==> src/rtl/ryu_anim_pkg.sv <==
// Shared types and default frame durations for the Ryu animation controller.
// Optional build macro used by the controller: RYU_ANIM_REQ_BUFFER_EN.
package ryu_anim_pkg;

   typedef enum logic [1:0] {
      SPR_IDLE  = 2'd0,
      SPR_PUNCH = 2'd1,
      SPR_KICK  = 2'd2,
      SPR_BLOCK = 2'd3
   } sprite_sel_t;

   typedef enum logic [2:0] {
      ST_IDLE     = 3'd0,
      ST_STARTUP  = 3'd1,
      ST_ACTIVE   = 3'd2,
      ST_RECOVERY = 3'd3,
      ST_BLOCK    = 3'd4
   } anim_state_t;

   typedef enum logic {
      ATK_PUNCH = 1'b0,
      ATK_KICK  = 1'b1
   } atk_t;

   localparam int DEF_PUNCH_STARTUP  = 3;
   localparam int DEF_PUNCH_ACTIVE   = 4;
   localparam int DEF_PUNCH_RECOVERY = 6;
   localparam int DEF_KICK_STARTUP   = 5;
   localparam int DEF_KICK_ACTIVE    = 4;
   localparam int DEF_KICK_RECOVERY  = 10;
   localparam int DEF_CNT_W          = 6;

   // Recovery shows the idle sprite so the pose visibly relaxes before the FSM is free.
   function automatic sprite_sel_t spr_of(anim_state_t st, atk_t atk);
      case (st)
         ST_STARTUP, ST_ACTIVE: spr_of = (atk == ATK_PUNCH) ? SPR_PUNCH : SPR_KICK;
         ST_BLOCK:              spr_of = SPR_BLOCK;
         default:               spr_of = SPR_IDLE;
      endcase
   endfunction

endpackage

==> src/rtl/ryu_anim_ctrl_frame_tick_gen.sv <==
// Vsync falling-edge detector: one clk pulse on the first low sample of vs.
// Shared with the Ken controller.
module frame_tick_gen (
   input  logic clk_i,
   input  logic rst_i,
   input  logic vs_i,
   output logic tick_o
);

   logic vs_q;

   always_ff @(posedge clk_i or posedge rst_i) begin
      if (rst_i) begin
         vs_q <= 1'b0;
      end else begin
         vs_q <= vs_i;
      end
   end

   assign tick_o = vs_q & ~vs_i;

endmodule

==> src/rtl/ryu_anim_ctrl.sv <==
// Ryu attack/block animation sequencer; sprite changes only on vsync frame ticks.
// Define RYU_ANIM_REQ_BUFFER_EN to buffer one attack request made during RECOVERY.
module ryu_anim_ctrl
   import ryu_anim_pkg::*;
#(
   parameter int PUNCH_STARTUP  = DEF_PUNCH_STARTUP,
   parameter int PUNCH_ACTIVE   = DEF_PUNCH_ACTIVE,
   parameter int PUNCH_RECOVERY = DEF_PUNCH_RECOVERY,
   parameter int KICK_STARTUP   = DEF_KICK_STARTUP,
   parameter int KICK_ACTIVE    = DEF_KICK_ACTIVE,
   parameter int KICK_RECOVERY  = DEF_KICK_RECOVERY,
   parameter int CNT_W          = DEF_CNT_W
) (
   input  logic             vga_clk,
   input  logic             Reset,
   input  logic             vs,
   input  logic             punch_req,
   input  logic             kick_req,
   input  logic             block_hold,
   output logic [1:0]       sprite_sel,
   output logic             hit_active,
   output logic             busy,
   output logic [CNT_W-1:0] frame_cnt
);

   localparam int MAX_DUR = (1 << CNT_W) - 1;

   if (PUNCH_STARTUP < 1 || PUNCH_ACTIVE < 1 || PUNCH_RECOVERY < 1 ||
       KICK_STARTUP < 1 || KICK_ACTIVE < 1 || KICK_RECOVERY < 1 ||
       PUNCH_STARTUP > MAX_DUR || PUNCH_ACTIVE > MAX_DUR || PUNCH_RECOVERY > MAX_DUR ||
       KICK_STARTUP > MAX_DUR || KICK_ACTIVE > MAX_DUR || KICK_RECOVERY > MAX_DUR) begin : g_bad_dur
      $error("ryu_anim_ctrl: phase durations must be 1..2^CNT_W-1");
   end

   localparam logic [CNT_W-1:0] P_S_LAST = CNT_W'(PUNCH_STARTUP - 1);
   localparam logic [CNT_W-1:0] P_A_LAST = CNT_W'(PUNCH_ACTIVE - 1);
   localparam logic [CNT_W-1:0] P_R_LAST = CNT_W'(PUNCH_RECOVERY - 1);
   localparam logic [CNT_W-1:0] K_S_LAST = CNT_W'(KICK_STARTUP - 1);
   localparam logic [CNT_W-1:0] K_A_LAST = CNT_W'(KICK_ACTIVE - 1);
   localparam logic [CNT_W-1:0] K_R_LAST = CNT_W'(KICK_RECOVERY - 1);

   logic             tick;
   logic             preq_q, kreq_q;
   logic             p_edge, k_edge;
   anim_state_t      state_q, state_d;
   atk_t             atk_q, atk_d;
   logic [CNT_W-1:0] cnt_q, cnt_d;
   logic [CNT_W-1:0] last_cnt;
   logic             pend_p_q, pend_p_d, pend_k_q, pend_k_d;
   sprite_sel_t      spr_q;
   logic             hit_q, busy_q;
`ifdef RYU_ANIM_REQ_BUFFER_EN
   logic             buf_v_q, buf_v_d;
   atk_t             buf_atk_q, buf_atk_d;
`endif

   frame_tick_gen u_tick (
      .clk_i  (vga_clk),
      .rst_i  (Reset),
      .vs_i   (vs),
      .tick_o (tick)
   );

   assign p_edge = punch_req & ~preq_q;
   assign k_edge = kick_req & ~kreq_q;

   always_comb begin
      last_cnt = '0;
      case (state_q)
         ST_STARTUP:  last_cnt = (atk_q == ATK_PUNCH) ? P_S_LAST : K_S_LAST;
         ST_ACTIVE:   last_cnt = (atk_q == ATK_PUNCH) ? P_A_LAST : K_A_LAST;
         ST_RECOVERY: last_cnt = (atk_q == ATK_PUNCH) ? P_R_LAST : K_R_LAST;
         default:     last_cnt = '0;
      endcase
   end

   always_comb begin
      state_d  = state_q;
      atk_d    = atk_q;
      cnt_d    = cnt_q;
      pend_p_d = pend_p_q;
      pend_k_d = pend_k_q;
`ifdef RYU_ANIM_REQ_BUFFER_EN
      buf_v_d   = buf_v_q;
      buf_atk_d = buf_atk_q;
`endif
      case (state_q)
         ST_IDLE: begin
            if (tick) begin
               // Both latches clear: either consumed, or a losing kick is dropped.
               if (pend_p_q) begin
                  atk_d   = ATK_PUNCH;
                  state_d = ST_STARTUP;
               end else if (pend_k_q) begin
                  atk_d   = ATK_KICK;
                  state_d = ST_STARTUP;
               end else if (block_hold) begin
                  state_d = ST_BLOCK;
               end
               pend_p_d = 1'b0;
               pend_k_d = 1'b0;
               cnt_d    = '0;
            end
         end
         ST_STARTUP, ST_ACTIVE, ST_RECOVERY: begin
            if (tick) begin
               if (cnt_q == last_cnt) begin
                  cnt_d = '0;
                  if (state_q == ST_STARTUP) begin
                     state_d = ST_ACTIVE;
                  end else if (state_q == ST_ACTIVE) begin
                     state_d = ST_RECOVERY;
                  end else begin
                     state_d = ST_IDLE;
`ifdef RYU_ANIM_REQ_BUFFER_EN
                     if (buf_v_q) begin
                        state_d = ST_STARTUP;
                        atk_d   = buf_atk_q;
                        buf_v_d = 1'b0;
                     end
`endif
                  end
               end else begin
                  cnt_d = cnt_q + 1'b1;
               end
            end
         end
         ST_BLOCK: begin
            if (tick && !block_hold) begin
               state_d = ST_IDLE;
            end
         end
         default: state_d = ST_IDLE;
      endcase

      // New edges are only remembered while the FSM stays idle.
      if (state_q == ST_IDLE && state_d == ST_IDLE) begin
         if (p_edge) pend_p_d = 1'b1;
         if (k_edge) pend_k_d = 1'b1;
      end
`ifdef RYU_ANIM_REQ_BUFFER_EN
      if (state_q == ST_RECOVERY && state_d == ST_RECOVERY) begin
         if (p_edge) begin
            buf_v_d   = 1'b1;
            buf_atk_d = ATK_PUNCH;
         end else if (k_edge) begin
            buf_v_d   = 1'b1;
            buf_atk_d = ATK_KICK;
         end
      end
`endif
   end

   always_ff @(posedge vga_clk or posedge Reset) begin
      if (Reset) begin
         preq_q   <= 1'b0;
         kreq_q   <= 1'b0;
         state_q  <= ST_IDLE;
         atk_q    <= ATK_PUNCH;
         cnt_q    <= '0;
         pend_p_q <= 1'b0;
         pend_k_q <= 1'b0;
         spr_q    <= SPR_IDLE;
         hit_q    <= 1'b0;
         busy_q   <= 1'b0;
`ifdef RYU_ANIM_REQ_BUFFER_EN
         buf_v_q   <= 1'b0;
         buf_atk_q <= ATK_PUNCH;
`endif
      end else begin
         preq_q   <= punch_req;
         kreq_q   <= kick_req;
         state_q  <= state_d;
         atk_q    <= atk_d;
         cnt_q    <= cnt_d;
         pend_p_q <= pend_p_d;
         pend_k_q <= pend_k_d;
         spr_q    <= spr_of(state_d, atk_d);
         hit_q    <= (state_d == ST_ACTIVE);
         busy_q   <= (state_d != ST_IDLE);
`ifdef RYU_ANIM_REQ_BUFFER_EN
         buf_v_q   <= buf_v_d;
         buf_atk_q <= buf_atk_d;
`endif
      end
   end

   assign sprite_sel = spr_q;
   assign hit_active = hit_q;
   assign busy       = busy_q;
   assign frame_cnt  = cnt_q;

endmodule

==> config.mk <==
export PLATFORM = sky130hd
export DESIGN_NAME = ryu_anim_ctrl
export DESIGN_NICKNAME = d
export VERILOG_FILES = /design/src/rtl/ryu_anim_pkg.sv /design/src/rtl/ryu_anim_ctrl_frame_tick_gen.sv /design/src/rtl/ryu_anim_ctrl.sv
export SDC_FILE = /design/constraint.sdc
export NUM_CORES = 1
export LEC_CHECK = 0
export BUFFER_PORTS_ARGS = -buffer_cell sky130_fd_sc_hd__buf_2
export CAP_MARGIN = 5
export CORE_UTILIZATION = 58
export CTS_BUF_LIST = sky130_fd_sc_hd__clkbuf_16
export DETAILED_ROUTE_END_ITERATION = 7
export HOLD_SLACK_MARGIN = 0.12
export PLACE_DENSITY = 0.9
export SKIP_LAST_GASP = 1
export SYNTH_ARGS = -nofsm -noshare
export SYNTH_HDL_FRONTEND = slang
export SYNTH_SLANG_ARGS = --single-unit
==> constraint.sdc <==
create_clock -name vga_clk -period 4.5 [get_ports vga_clk]
set_clock_uncertainty 0.1 [all_clocks]
set_input_delay 0.675 -clock vga_clk [delete_from_list [all_inputs] [get_ports vga_clk]]
set_output_delay 0.675 -clock vga_clk [all_outputs]
set_load 0.1 [all_outputs]
======== Word level (Yosys, flattened, before mapping) ========
Index checks and enable logic that the tools add are counted.
Widths: inputs -> output; s select.
storage, ports and cells
  bits in registers ....................... 19
  latch bits .............................. 0
  RAM bits ................................ 0
  memory bits (read-only) ................. 0
  input port bits ......................... 6
  output and inout bits ................... 10
  word-level logic and storage cells ...... 69
  memories ................................ 0
cells by class
  add/sub/neg operators ................... 1
  multiply operators ...................... 0
  div/mod/pow operators ................... 0
  order comparisons ....................... 0
  eq/ne operators ......................... 10
  shift operators ......................... 0
  muxes and demuxes ....................... 31
  bitwise gates (word level) .............. 6
  reductions and logical operators ........ 10
operators by type and width
  operator             number
  $mux 3               8
  $mux 6               3
  $mux 1               12
  $pmux 4 s3           1
  $pmux 6 s2           1
  $eq 3x2->1 const B   3
  $pmux 3 s3           1
  $add 6x1->6 const B  1
  $eq 3x1->1 const B   2
  $eq 3x3->1 const B   2
  $eq 6x6->1           1
  $logic_not 3->1      2
  $mux 2               3
  $mux 4               1
  $ne 2x2->1 const B   2
  $pmux 2 s2           1
  $and 1x1->1          3
  $not 1->1            3
  $reduce_and 3->1     1
  $reduce_bool 3->1    1
  $reduce_or 3->1      1
  $logic_and 1x1->1    2
  $reduce_bool 2->1    1
  $reduce_or 2->1      1
  $logic_not 1->1      1

======== Depth between registers and ports, before layout ========
Gate-level depths: netlist of run 1.
  word-level depth ........................ 9
  gate-level depth with buffers ........... 7

======== Modules after synthesis ========
A second synthesis of run 1 with hierarchy kept.
second synthesis, totals
  cells, all modules ...................... 127
  area, all modules ....................... 1117.3 µm²
modules (own cells, without submodules)
  module          instances  cells an instance  area an instance (µm²)  seq. area each (µm²)
  ryu_anim_ctrl   1          124                1074.8                  450.4
  frame_tick_gen  1          3                  42.5                    25.0

======== Least setup slack after synthesis of run 1 ========
No wires, ideal clock.
  path type ............................... register to register
  start ................................... register cnt_q[1], in the netlist frame_cnt[1]
  end ..................................... register cnt_q[4], in the netlist frame_cnt[4]
  setup time .............................. 105 ps
  arrival time ............................ 2087 ps
  required time ........................... 4295 ps
  slack ................................... 2208 ps
  cell stages (with the launch flop) ...... 7
  period minus slack after synthesis ...... 2292 ps
  cells stage by stage .................... dfrtp_1 > and4b_1 > nand3_1 > o311a_2 > o21ai_2 > or2_4 > o311ai_2
between the ends
  longest elaborated chain between the ends .. 4
  elaborated cells on any way between the ends .. 5
  those cells by class .................... add/sub: 1; eq/ne: 1; mux: 3
RTL lines
  element                                    line                                        text
  start: declaration                         ryu_anim_ctrl.sv:47                         logic [CNT_W-1:0] cnt_q, cnt_d;
  start signal: assignment                   ryu_anim_ctrl.sv:175                        cnt_q <= cnt_d;
  $add 6x1->6 or $eq 6x6->1 (tied branches)  ryu_anim_ctrl.sv:124, ryu_anim_ctrl.sv:107
  $mux 6 *                                   ryu_anim_ctrl.sv:107                        if (cnt_q == last_cnt) begin
  $mux 6 *                                   ryu_anim_ctrl.sv:106                        if (tick) begin
  $pmux 6 s2 *                               ryu_anim_ctrl.sv:87                         case (state_q)
Mark *: on every way between the ends. The rest lies on a longest branch, timed or not. The select of a mux whose other input is x is not followed.
A chain may end at the register's enable or synchronous reset.

======== Final worst setup path of run 1 ========
  start ................................... register state_q[2]
  end ..................................... register spr_q[0], in the netlist sprite_sel[0]
between the ends
  longest elaborated chain between the ends .. 9
  elaborated cells on any way between the ends .. 25
  those cells by class .................... eq/ne: 8; mux: 14; reduce/logical: 3
RTL lines
  element                                   line                                        text
  start: declaration                        ryu_anim_ctrl.sv:45                         anim_state_t state_q, state_d;
  start signal: assignment                  ryu_anim_ctrl.sv:173                        state_q <= state_d;
  $eq 3x2->1, or another cell as far along  ryu_anim_ctrl.sv:69, ryu_anim_ctrl.sv:87
  $pmux 4 s3 or $mux 2 (tied branches)      ryu_anim_ctrl.sv:69, ryu_anim_ctrl.sv:111
  $eq 6x6->1 or $mux 2 (tied branches)      ryu_anim_ctrl.sv:107, ryu_anim_ctrl.sv:109
  $mux 3                                    ryu_anim_ctrl.sv:107
  $mux 3                                    ryu_anim_ctrl.sv:106
  $pmux 3 s3                                ryu_anim_ctrl.sv:87
  $eq 3x2->1 or $eq 3x1->1 (tied branches)  ryu_anim_pkg.sv:35                          case (st)
  $reduce_or 2->1                           ryu_anim_pkg.sv:35
  $pmux 2 s2 *                              ryu_anim_pkg.sv:35
  end signal: assignment                    ryu_anim_ctrl.sv:178                        spr_q <= spr_of(state_d, atk_d);
  end: declaration                          ryu_anim_ctrl.sv:50                         sprite_sel_t spr_q;
Mark *: on every way between the ends. The rest lies on a longest branch, timed or not.

==> results by group, run 1 <==
Detailed routing
  – Vias per inst: 6.10
  – DR DRC count: 0
  – Wire length on met2: 1120 µm
  – DR iter-0 viols: 54
  – Via count: 927
  – Drt wl/cell: 15.6 µm
  – Met1 wire length: 985 µm
  – Drt pass-1 iters: 5
  – Max layer used: met4
  – Met3 WL post-DR: 185 µm
  – Post-route antenna net violation count: 0
  – Final WL: 2370 µm

Power and ir drop
  – Power share of the combinational group: 33.1%
  – Clk pwr share: 30.9%
  – Peak supply drop: 438 µV
  – PwrDens: 488 nW/µm²
  – Fraction of power consumed by sequential logic: 36.0%
  – Switch share: 41.4%
  – Internal power: 346 µW
  – Lkg Pwr: 0.516 nW
  – Psw: 245 µW

Global route
  – Initial antenna violation count: 0
  – First-pass GRT wire length: 3650 µm
  – Largest net degree at the start of global routing: 20
  – GRT Overall Usage: 26.5%
  – Gr ovfl total: 0
  – Vias in the first global route: 767

STA
  – Shortest period the worst path allows: 2.16 ns
  – Slew headroom: 52.9%
  – Worst slew pin tran: 0.706 ns
  – Fmax: 0.464 GHz
  – RSZ-0062 raised after global routing: no
  – Post-route setup TNS: 0 ns
  – # setup viols final: 0
  – Final Hold Slack: 0.424 ns
  – Final Cycle Share: 47.9%
  – Final slew viol count: 0
  – Final hold vios: 0
  – Worst setup margin: 2.34 ns

Floorplan
  – IO Count: 16
  – Cell row count: 15
  – Die area: 1980 µm²
  – Core ar.: 1710 µm²
  – Die H: 44.5 µm
  – Die W: 44.5 µm
  – Effective utilization at floorplan: 61.5%

Logic synthesis
  – Mapped Area: 1050 µm²
  – Leading area contributor after synthesis: dfrtp_1
  – Sequential fraction of the synthesis area: 45.3%
  – Most frequent cell after synthesis: dfrtp_1
  – Avg Inst Size Synth: 9.29 µm²
  – Synth cell types: 39
  – Post-synth EDFFs: 0
  – Top_reg_cell synth: dfrtp_1
  – Async SR Flop Fraction: 100%
  – Syn Nets: 120
  – Yosys reg bits: 19
  – Synth top area share: 45.3%
  – Most frequent cells after synthesis: 19 x dfrtp_1, 10 x inv_1, 10 x nor2_1, 9 x nand2_1, 8 x o21ai_0
  – Ys Warns: 0
  – Top post-synthesis cells by area: dfrtp_1 45%, o21ai_0 3.8%, inv_1 3.6%
  – Syn Inst Count: 113

Placed design
  – Pre-CTS setup slack: 2.35 ns
  – Final HPWL DP: 1490 µm
  – DP Area: 1130 µm²
  – I/O Buffers: 15
  – Routability cong.: 0.863

Clock network
  – Clk root buf: clkbuf_16
  – Hold buffers post-CTS: 0
  – # resized after CTS: 0
  – Total CTS buffers: 3
  – Clock sink count: 19
  – Htree depth: 1
  – Clk Latency, worst-skew pair: 0.26 ns
  – Max clock buf depth: 2
  – Post CTS Setup Buffer Count: 0
  – CTS tree: done
  – CTS clk-pin slew, worst paths: 0.05 ns

Final layout
  – Layout Area Growth over Synthesis: 15.4%
  – Final core utilization: 70.9%
  – Antenna fix cells: 0
  – Design area: 1210 µm²
  – Share of layout cells above drive strength 1: 22.0%
  – Fillers: 119
  – Final net count: 135

Worst setup path
  – Kind of end point of the critical path: flop
  – Arr. time, crit path: 2.17 ns
  – Crit Path Category: flop to flop
  – Max Fanout on Critical Path: 15
  – Worst path required time: 4.52 ns
  – Startpoint types: flop

Hold path
  – Hold WC Path Type: input port to asynchronous set/reset pin

Status
  – Status: complete, no violations

Run
  – Max Cap Violations: 0
routing by layer:
metal  GRT usage [%]  vias up
met4            14.5        0
met2            40.9       50
li1                -      437
met3            5.71       10
met5               0        -
met1            34.7      430
layout by cell type (no fill, tap or decap), types with 3 or more instances in the layout:
cell / n
buf_2: 15
a21oi_1: 3
nor3_1: 5
o21ai_0: 8
nand3_1: 7
nor2_1: 10
clkbuf_16: 3
inv_1: 11
nand2_1: 9
mux2i_1: 3
dfrtp_1: 19
power by group through the flow:
| stage | registers (mW) | clock network (mW) | logic, mW |
|---|---|---|---|
| after global routing | 0.216 | 0.190 | 0.204 |
| after global placement | 0.214 | 0 | 0.191 |
| final | 0.213 | 0.182 | 0.195 |
| after detailed placement | 0.214 | 0 | 0.194 |
| after floorplan | 0.319 | 0 | 0.0556 |
| after CTS | 0.212 | 0.184 | 0.196 |
critical path, cell delays in order, from the launching register on:
cell	delay, ns
dfrtp_1	0.59
nand2b_1	0.22
mux2i_1	0.08
o311a_2	0.37
nor3_2	0.33
a21oi_1	0.16
a21boi_0	0.16
sequential cells by signal (all words and copies together), names as in the netlist:
signal,flops
frame_cnt,6
state_q,3
sprite_sel,2
atk_q,1
busy,1
hit_active,1
kreq_q,1
pend_k_q,1
pend_p_q,1
preq_q,1
u_tick.vs_q,1
per-stage QoR:
step | power, mW | std cells
finish | 0.591 | 152
global route | 0.609 | 152
floorplan | 0.374 | 113
global placement | 0.406 | 148
detailed placement | 0.408 | 148
CTS | 0.591 | 152
final timing paths:
kind | slack [ns] | to | start | cells past startpoint
setup / recovery | 2.34 | sprite_sel[0] | state_q[2] | 6
hold / removal | 0.42 | frame_cnt[1] | Reset | 2
setup reg to reg | 2.34 | sprite_sel[0] | state_q[2] | 6
hold reg to reg | 0.45 | pend_p_q | pend_p_q | 1
max in group asynchronous | 3.43 | sprite_sel[1] | Reset | 2
min in group vga_clk | 0.44 | preq_q | punch_req | 1
cell families (layout without fill, tap and decap cells):
| group | Yosys count | in the layout | share of synthesized area (%) |
|---|---|---|---|
| flops | 19 | 19 | 45.3 |
| mux | 3 | 3 | 2.86 |
| simple gates | 44 | 44 | 21.3 |
| compound gates | 30 | 30 | 22.6 |
| buf+inv | 15 | 29 | 5.84 |
| fa+ha+maj | 1 | 1 | 1.19 |
| xor+xnor | 1 | 1 | 0.834 |
area by class of cell:
class	count	area (µm²)	share of cell area (%)
well taps	25	31.3	2.58
flip-flops and latches	19	475	39.3
clock buffers	3	75.1	6.20
clock inverters	1	3.75	0.310
multi-input cells	79	513	42.4
repair buffers	15	75.1	6.20
inverters	10	37.5	3.10
Power figures use the tool's default switching activity.
==> run 2, diff against run 1 <==
CORE_UTILIZATION = 49   (was 58)
PLACE_DENSITY = 0.82   (was 0.9)
clock period = 1.74 ns   (was 4.5 ns; I/O delays follow)
==> run 2 against run 1 <==
The run now ends with setup timing left. Register-to-register slack worse by 2.6 ns. Combinational power grew to 3.3 times the previous value. Global-route usage is 2.3 points higher. Sequential power grew to 2.6 times the previous value. Total power grew to 2.8 times the previous value. Utilization is 4.8 points higher. Hold slack better by 0.017 ns. Routed wire length is 29% higher. Largest cell class unchanged.
==> results by group, run 2 (synthesis gave the netlist of run 1 again) <==
Status
  – Status: finished, violations left (was complete, no violations)
  – Violated checks: setup timing

Run
  – Max Cap Violations: 0 (unchanged)

Placed design
  – I/O Buffers: 15 (unchanged)
  – DP Area: 1290 µm² (was 1130 µm²)
  – Final HPWL DP: 1880 µm (was 1490 µm)
  – Routability cong.: 0.896 (was 0.863)

STA
  – RSZ-0062 raised after global routing: yes (was no)
  – Final Cycle Share: 112% (was 47.9%)
  – Final slew viol count: 0 (unchanged)
  – Slew headroom: 67.4% (was 52.9%)
  – Fmax: 0.511 GHz (was 0.464 GHz)
  – Worst setup margin: -0.216 ns (was 2.34 ns)
  – Shortest period the worst path allows: 1.96 ns (was 2.16 ns)
  – Worst slew pin tran: 0.493 ns (was 0.706 ns)
  – # setup viols final: 12 (was 0)
  – Final hold vios: 0 (unchanged)

Global route
  – First-pass GRT wire length: 4460 µm (was 3650 µm)
  – GRT Overall Usage: 28.8% (was 26.5%)
  – Largest net degree at the start of global routing: 20 (unchanged)
  – Vias in the first global route: 979 (was 767)
  – Initial antenna violation count: 0 (unchanged)
  – Gr ovfl total: 0 (unchanged)

Detailed routing
  – DR DRC count: 0 (unchanged)
  – Vias per inst: 6.08 (was 6.10)
  – DR iter-0 viols: 45 (was 54)
  – Drt pass-1 iters: 5 (unchanged)
  – Via count: 1,088 (was 927)
  – Post-route antenna net violation count: 0 (unchanged)
  – Final WL: 3050 µm (was 2370 µm)
  – Drt wl/cell: 17.0 µm (was 15.6 µm)

Final layout
  – Share of layout cells above drive strength 1: 46.1% (was 22.0%)
  – Final net count: 160 (was 135)
  – Antenna fix cells: 0 (unchanged)
  – Max reg flops: 6 (unchanged)
  – Commonest non-fill, non-tap cells in the layout: 21 x buf_4, 15 x buf_2, 11 x dfrtp_1 (was 19 x dfrtp_1, 15 x buf_2, 11 x inv_1, 10 x nor2_1, 9 x nand2_1)
  – Final core utilization: 75.8% (was 70.9%)
  – Design area: 1500 µm² (was 1210 µm²)
  – Layout Area Growth over Synthesis: 43.0% (was 15.4%)
  – Most common cell after layout, fill and taps aside: buf_4 (was dfrtp_1)

Clock network
  – Max clock buf depth: 2 (unchanged)
  – Total CTS buffers: 3 (unchanged)
  – CTS clk-pin slew, worst paths: 0.06 ns (was 0.05 ns)
  – Htree depth: 1 (unchanged)
  – CTS tree: done (unchanged)
  – Clk Latency, worst-skew pair: 0.26 ns (about the same)
  – Clock sink count: 19 (unchanged)
  – Clk root buf: clkbuf_16 (unchanged)

Power and ir drop
  – Peak supply drop: 1440 µV (was 438 µV)
  – Lkg Pwr: 0.655 nW (was 0.516 nW)
  – PwrDens: 1120 nW/µm² (was 488 nW/µm²)

Floorplan
  – Die area: 2330 µm² (was 1980 µm²)
  – Die W: 48.3 µm (was 44.5 µm)
  – Die H: 48.3 µm (was 44.5 µm)
  – IO Count: 16 (unchanged)
  – Cell row count: 16 (was 15)
  – Effective utilization at floorplan: 53.0% (was 61.5%)
  – Core ar.: 1980 µm² (was 1710 µm²)

Worst setup path
  – Crit-path slowest cell: dfrtp_2 (was dfrtp_1)
  – Max Fanout on Critical Path: 8 (was 15)
  – Kind of end point of the critical path: flop (unchanged)
  – Largest stage delay, worst path: 0.47 ns (was 0.59 ns)
  – Crit Path Category: flop to flop (unchanged)
  – Startpoint types: flop (unchanged)
  – Worst path required time: 1.79 ns (was 4.52 ns)
  – Arr. time, crit path: 2.00 ns (was 2.17 ns)
  – Cell Chain, Critical Path: or2_4, mux2i_1, o311a_4, o21ai_2, or2_4, o311ai_2 (was nand2b_1, mux2i_1, o311a_2, nor3_2, a21oi_1, a21boi_0)
  – Crit path top cell by count: or2_4

Hold path
  – Hold WC Path Type: input port to flop (was input port to asynchronous set/reset pin)
-- run 2: cell types whose count changed in the layout (fill, tap and decap cells not counted), sizes merged --
cell and change:
buf +21, clkinv +1, inv -1, dlygate4sd3 +4
-- run 2: power breakdown --
group	internal (mW)	switching (mW)
logic	0.172	0.465
registers	0.507	0.0466
clock network	0.309	0.175
total	0.988	0.687
-- run 2: worst paths after layout --
check	slack, ns	start	depth (start not counted)	to
hold reg to reg	0.44	pend_p_q	1	atk_q
setup / recovery	-0.22	state_q[1]	6	frame_cnt[5]
min in group asynchronous	0.47	Reset	4	sprite_sel[0]
hold / removal	0.44	block_hold	5	sprite_sel[0]
max in group asynchronous	0.84	Reset	4	frame_cnt[3]
setup reg to reg	-0.22	state_q[1]	6	frame_cnt[5]
-- run 2: per-stage QoR --
stage	power, mW	hold slack (ns)	worst slack (ns)	TNS, ns	std cells
3_5_place_dp	1.16	0.189	-0.169	-1.09	168
4_1_cts	1.65	0.423	-0.155	-1.13	178
3_3_place_gp	1.15	0.183	-0.100	-0.677	168
2_1_floorplan	1.01	0.112	-0.121	-0.940	113
5_1_grt	1.74	0.477	-0.311	-2.92	179
6_report	1.67	0.442	-0.216	-1.76	179
-- run 2: per-layer routing --
metal  vias up  share of wire (%)  global-route usage [%]
met4         0                3.1                    12.2
met5         -                  0                       0
met3        13                5.9                    7.41
met1       530                 42                    39.9
li1        481                  -                       -
met2        64                 49                    42.9
-- run 2: repair_timing --
| action | in CTS | in global routing |
|---|---|---|
| setup endpoints to repair | 11 | 14 |
| endpoints found under the hold margin | 22 | 0 |
| gates resized for setup | 9 | 11 |
| pin swaps | 5 | 4 |
| hold buffers | 4 | 0 |
| buffers inserted | 2 | 1 |
-- run 2: final cells by class --
type                       instances  area [µm²]
clock buffer                       3        75.1
clock inverter                     1        5.00
fill                             124         480
inverter                          10        37.5
multi-input combinational         79         584
sequential                        19         493
tap                               27        33.8
timing repair buffer              40         273
-- run 2: critical path, delay by kind of cell, from the launching register on --
kind	cells	cell delay [ns]
and+or+nand+nor	2	0.53
muxes	1	0.18
DFF	1	0.47
AOI/OAI and AO/OA	3	0.56
==> run 3, diff against run 2 <==
CORE_UTILIZATION = 52   (was 49)
CTS_BUF_LIST = sky130_fd_sc_hd__clkbuf_2 sky130_fd_sc_hd__clkbuf_4 sky130_fd_sc_hd__clkbuf_8   (was sky130_fd_sc_hd__clkbuf_16)
PLACE_DENSITY = 0.86   (was 0.82)
==> run 3 against run 2 <==
The run still ends with setup timing left. Critical path depth is the same. Combinational power increased by 9.7%. Sequential power rose by 2%. Via count up 13%. Clock power down 48%. Count of clock-buffer cells in the layout up 1. Maximum frequency shrank 2.6%. Die area fell by 5.5%. First-iteration DRC count increased to 3.5 times the previous value. Register-to-register slack worse by 0.05 ns.
==> results by group, run 3 (synthesis gave the netlist of run 1 again) <==
Final layout
  – Final net count: 161 (was 160)
  – Antenna fix cells: 0 (unchanged)
  – Most common cell after layout, fill and taps aside: buf_4 (unchanged)
  – Layout Area Growth over Synthesis: 41.8% (was 43.0%)
  – Max reg flops: 6 (unchanged)
  – Share of layout cells above drive strength 1: 49.0% (was 46.1%)
  – Design area: 1490 µm² (was 1500 µm²)
  – Final Non-Filler Cells: 178 (was 179)
  – Commonest non-fill, non-tap cells in the layout: 22 x buf_4, 15 x buf_2, 11 x dfrtp_1 (was 21 x buf_4, 15 x buf_2, 11 x dfrtp_1)

Clock network
  – CTS clk-pin slew, worst paths: 0.12 ns (was 0.06 ns)
  – Htree depth: 1 (unchanged)
  – Clock sink count: 19 (unchanged)
  – Max clock buf depth: 2 (unchanged)
  – CTS tree: done (unchanged)
  – Clk Latency, worst-skew pair: 0.31 ns (was 0.26 ns)
  – Clk root buf: clkbuf_4 (was clkbuf_16)
  – Total CTS buffers: 3 (unchanged)

Global route
  – First-pass GRT wire length: 5160 µm (was 4460 µm)
  – GRT Overall Usage: 34.8% (was 28.8%)
  – Vias in the first global route: 1,112 (was 979)
  – Gr ovfl total: 0 (unchanged)
  – Initial antenna violation count: 0 (unchanged)
  – Largest net degree at the start of global routing: 20 (unchanged)

Floorplan
  – IO Count: 16 (unchanged)
  – Cell row count: 15 (was 16)
  – Core ar.: 1800 µm² (was 1980 µm²)
  – Die W: 46.9 µm (was 48.3 µm)
  – Die H: 46.9 µm (was 48.3 µm)
  – Effective utilization at floorplan: 58.3% (was 53.0%)
  – Die area: 2200 µm² (was 2330 µm²)

Worst setup path
  – Worst path required time: 1.84 ns (was 1.79 ns)
  – Kind of end point of the critical path: flop (unchanged)
  – Crit Path Category: flop to flop (unchanged)
  – Startpoint types: flop (unchanged)
  – Arr. time, crit path: 2.11 ns (was 2.00 ns)
  – Max Fanout on Critical Path: 7 (was 8)

STA
  – RSZ-0062 raised after global routing: yes (unchanged)
  – Final Cycle Share: 115% (was 112%)
  – Shortest period the worst path allows: 2.01 ns (was 1.96 ns)
  – Final slew viol count: 0 (unchanged)
  – Post-route setup TNS: -2.89 ns (was -1.76 ns)
  – Worst slew pin tran: 0.591 ns (was 0.493 ns)
  – Final hold vios: 0 (unchanged)
  – # setup viols final: 15 (was 12)
  – Final Hold Slack: 0.374 ns (was 0.442 ns)
  – Fmax: 0.498 GHz (was 0.511 GHz)
  – Worst setup margin: -0.268 ns (was -0.216 ns)
  – Slew headroom: 60.3% (was 67.4%)

Status
  – Violated checks: setup timing (unchanged)
  – Status: finished, violations left (unchanged)

Detailed routing
  – Vias per inst: 6.90 (was 6.08)
  – Drt wl/cell: 22.3 µm (was 17.0 µm)
  – Drt pass-1 iters: 6 (was 5)
  – Post-route antenna net violation count: 0 (unchanged)
  – DR iter-0 viols: 156 (was 45)
  – Final WL: 3970 µm (was 3050 µm)
  – Via count: 1,229 (was 1,088)
  – DR DRC count: 0 (unchanged)

Placed design
  – Cell Count Post-Placement: 169 (was 168)
  – DP Area: 1320 µm² (was 1290 µm²)
  – Routability cong.: 0.858 (was 0.896)
  – Pre-CTS setup slack: -0.185 ns (was -0.169 ns)
  – I/O Buffers: 15 (unchanged)
  – Final HPWL DP: 2030 µm (was 1880 µm)

Power and ir drop
  – PwrDens: 1020 nW/µm² (was 1120 nW/µm²)
  – Lkg Pwr: 0.634 nW (was 0.655 nW)
  – Peak supply drop: 1090 µV (was 1440 µV)

Run
  – Max Cap Violations: 0 (unchanged)

Hold path
  – Hold WC Path Type: input port to flop (unchanged)
-- run 3: cell count changes in the layout (fill, tap and decap cells not counted), moves of 2 or more --
cell       previous run  this run
clkbuf_16             3         0
clkbuf_4              0         4
nor3_1                3         5
nor3_2                3         1
o21ai_1               2         0
o21ai_2               1         4
o311ai_2              2         0
o311ai_4              0         2
-- run 3: per-stage QoR --
stage               total power, mW  util, %
global route                   1.55     82.6
detailed placement             1.16     73.0
global placement               1.15     73.0
CTS                            1.41     80.2
finish                         1.52     82.6
floorplan                      1.01        -
-- run 3: final timing paths --
path | startpoint | to | slack [ns] | cells after the start
setup / recovery | state_q[1] | frame_cnt[5] | -0.27 | 6
hold / removal | block_hold | state_q[2] | 0.37 | 4
setup reg to reg | state_q[1] | frame_cnt[5] | -0.27 | 6
hold reg to reg | pend_k_q | pend_k_q | 0.51 | 1
max in group asynchronous | Reset | frame_cnt[3] | 0.86 | 4
min in group asynchronous | Reset | kreq_q | 0.45 | 4
-- run 3: where the power goes --
group          leakage (nW)  internal (mW)  switching (mW)
Combinational         0.402          0.183           0.516
Sequential            0.213          0.506          0.0605
Clock                0.0184          0.105           0.146
Total                 0.634          0.794           0.722
-- run 3: cell type report --
type / count / area, µm²
clock buffer: 4 / 30.0
fill: 97 / 313
inverter: 10 / 37.5
multi-input combinational: 79 / 617
sequential: 19 / 493
tap: 25 / 31.3
timing repair buffer: 41 / 280
-- run 3: repair_timing --
| action | CTS | global route |
|---|---|---|
| hold endpoints to repair | 22 | 0 |
| buffers inserted | 1 | 0 |
| pin swaps | 6 | 4 |
| hold buffers | 4 | 0 |
| setup endpoints to repair | 13 | 15 |
| resized for setup | 16 | 10 |
-- run 3: critical path, stage by stage (launching register included) --
cell and delay (ns):
dfrtp_2 0.50, nor2b_2 0.20, o2111ai_2 0.24, o311a_4 0.26, o21ai_2 0.08, or2_4 0.28, o311ai_4 0.23
-- run 3: routing by layer --
| layer | wire (µm) | track usage, % | vias to the layer above |
|---|---|---|---|
| met3 | 494 | 8.46 | 40 |
| met5 | 0 | 0 | - |
| met2 | 1850 | 58.9 | 145 |
| met1 | 1320 | 42.2 | 559 |
| li1 | - | - | 485 |
| met4 | 309 | 15.4 | 0 |
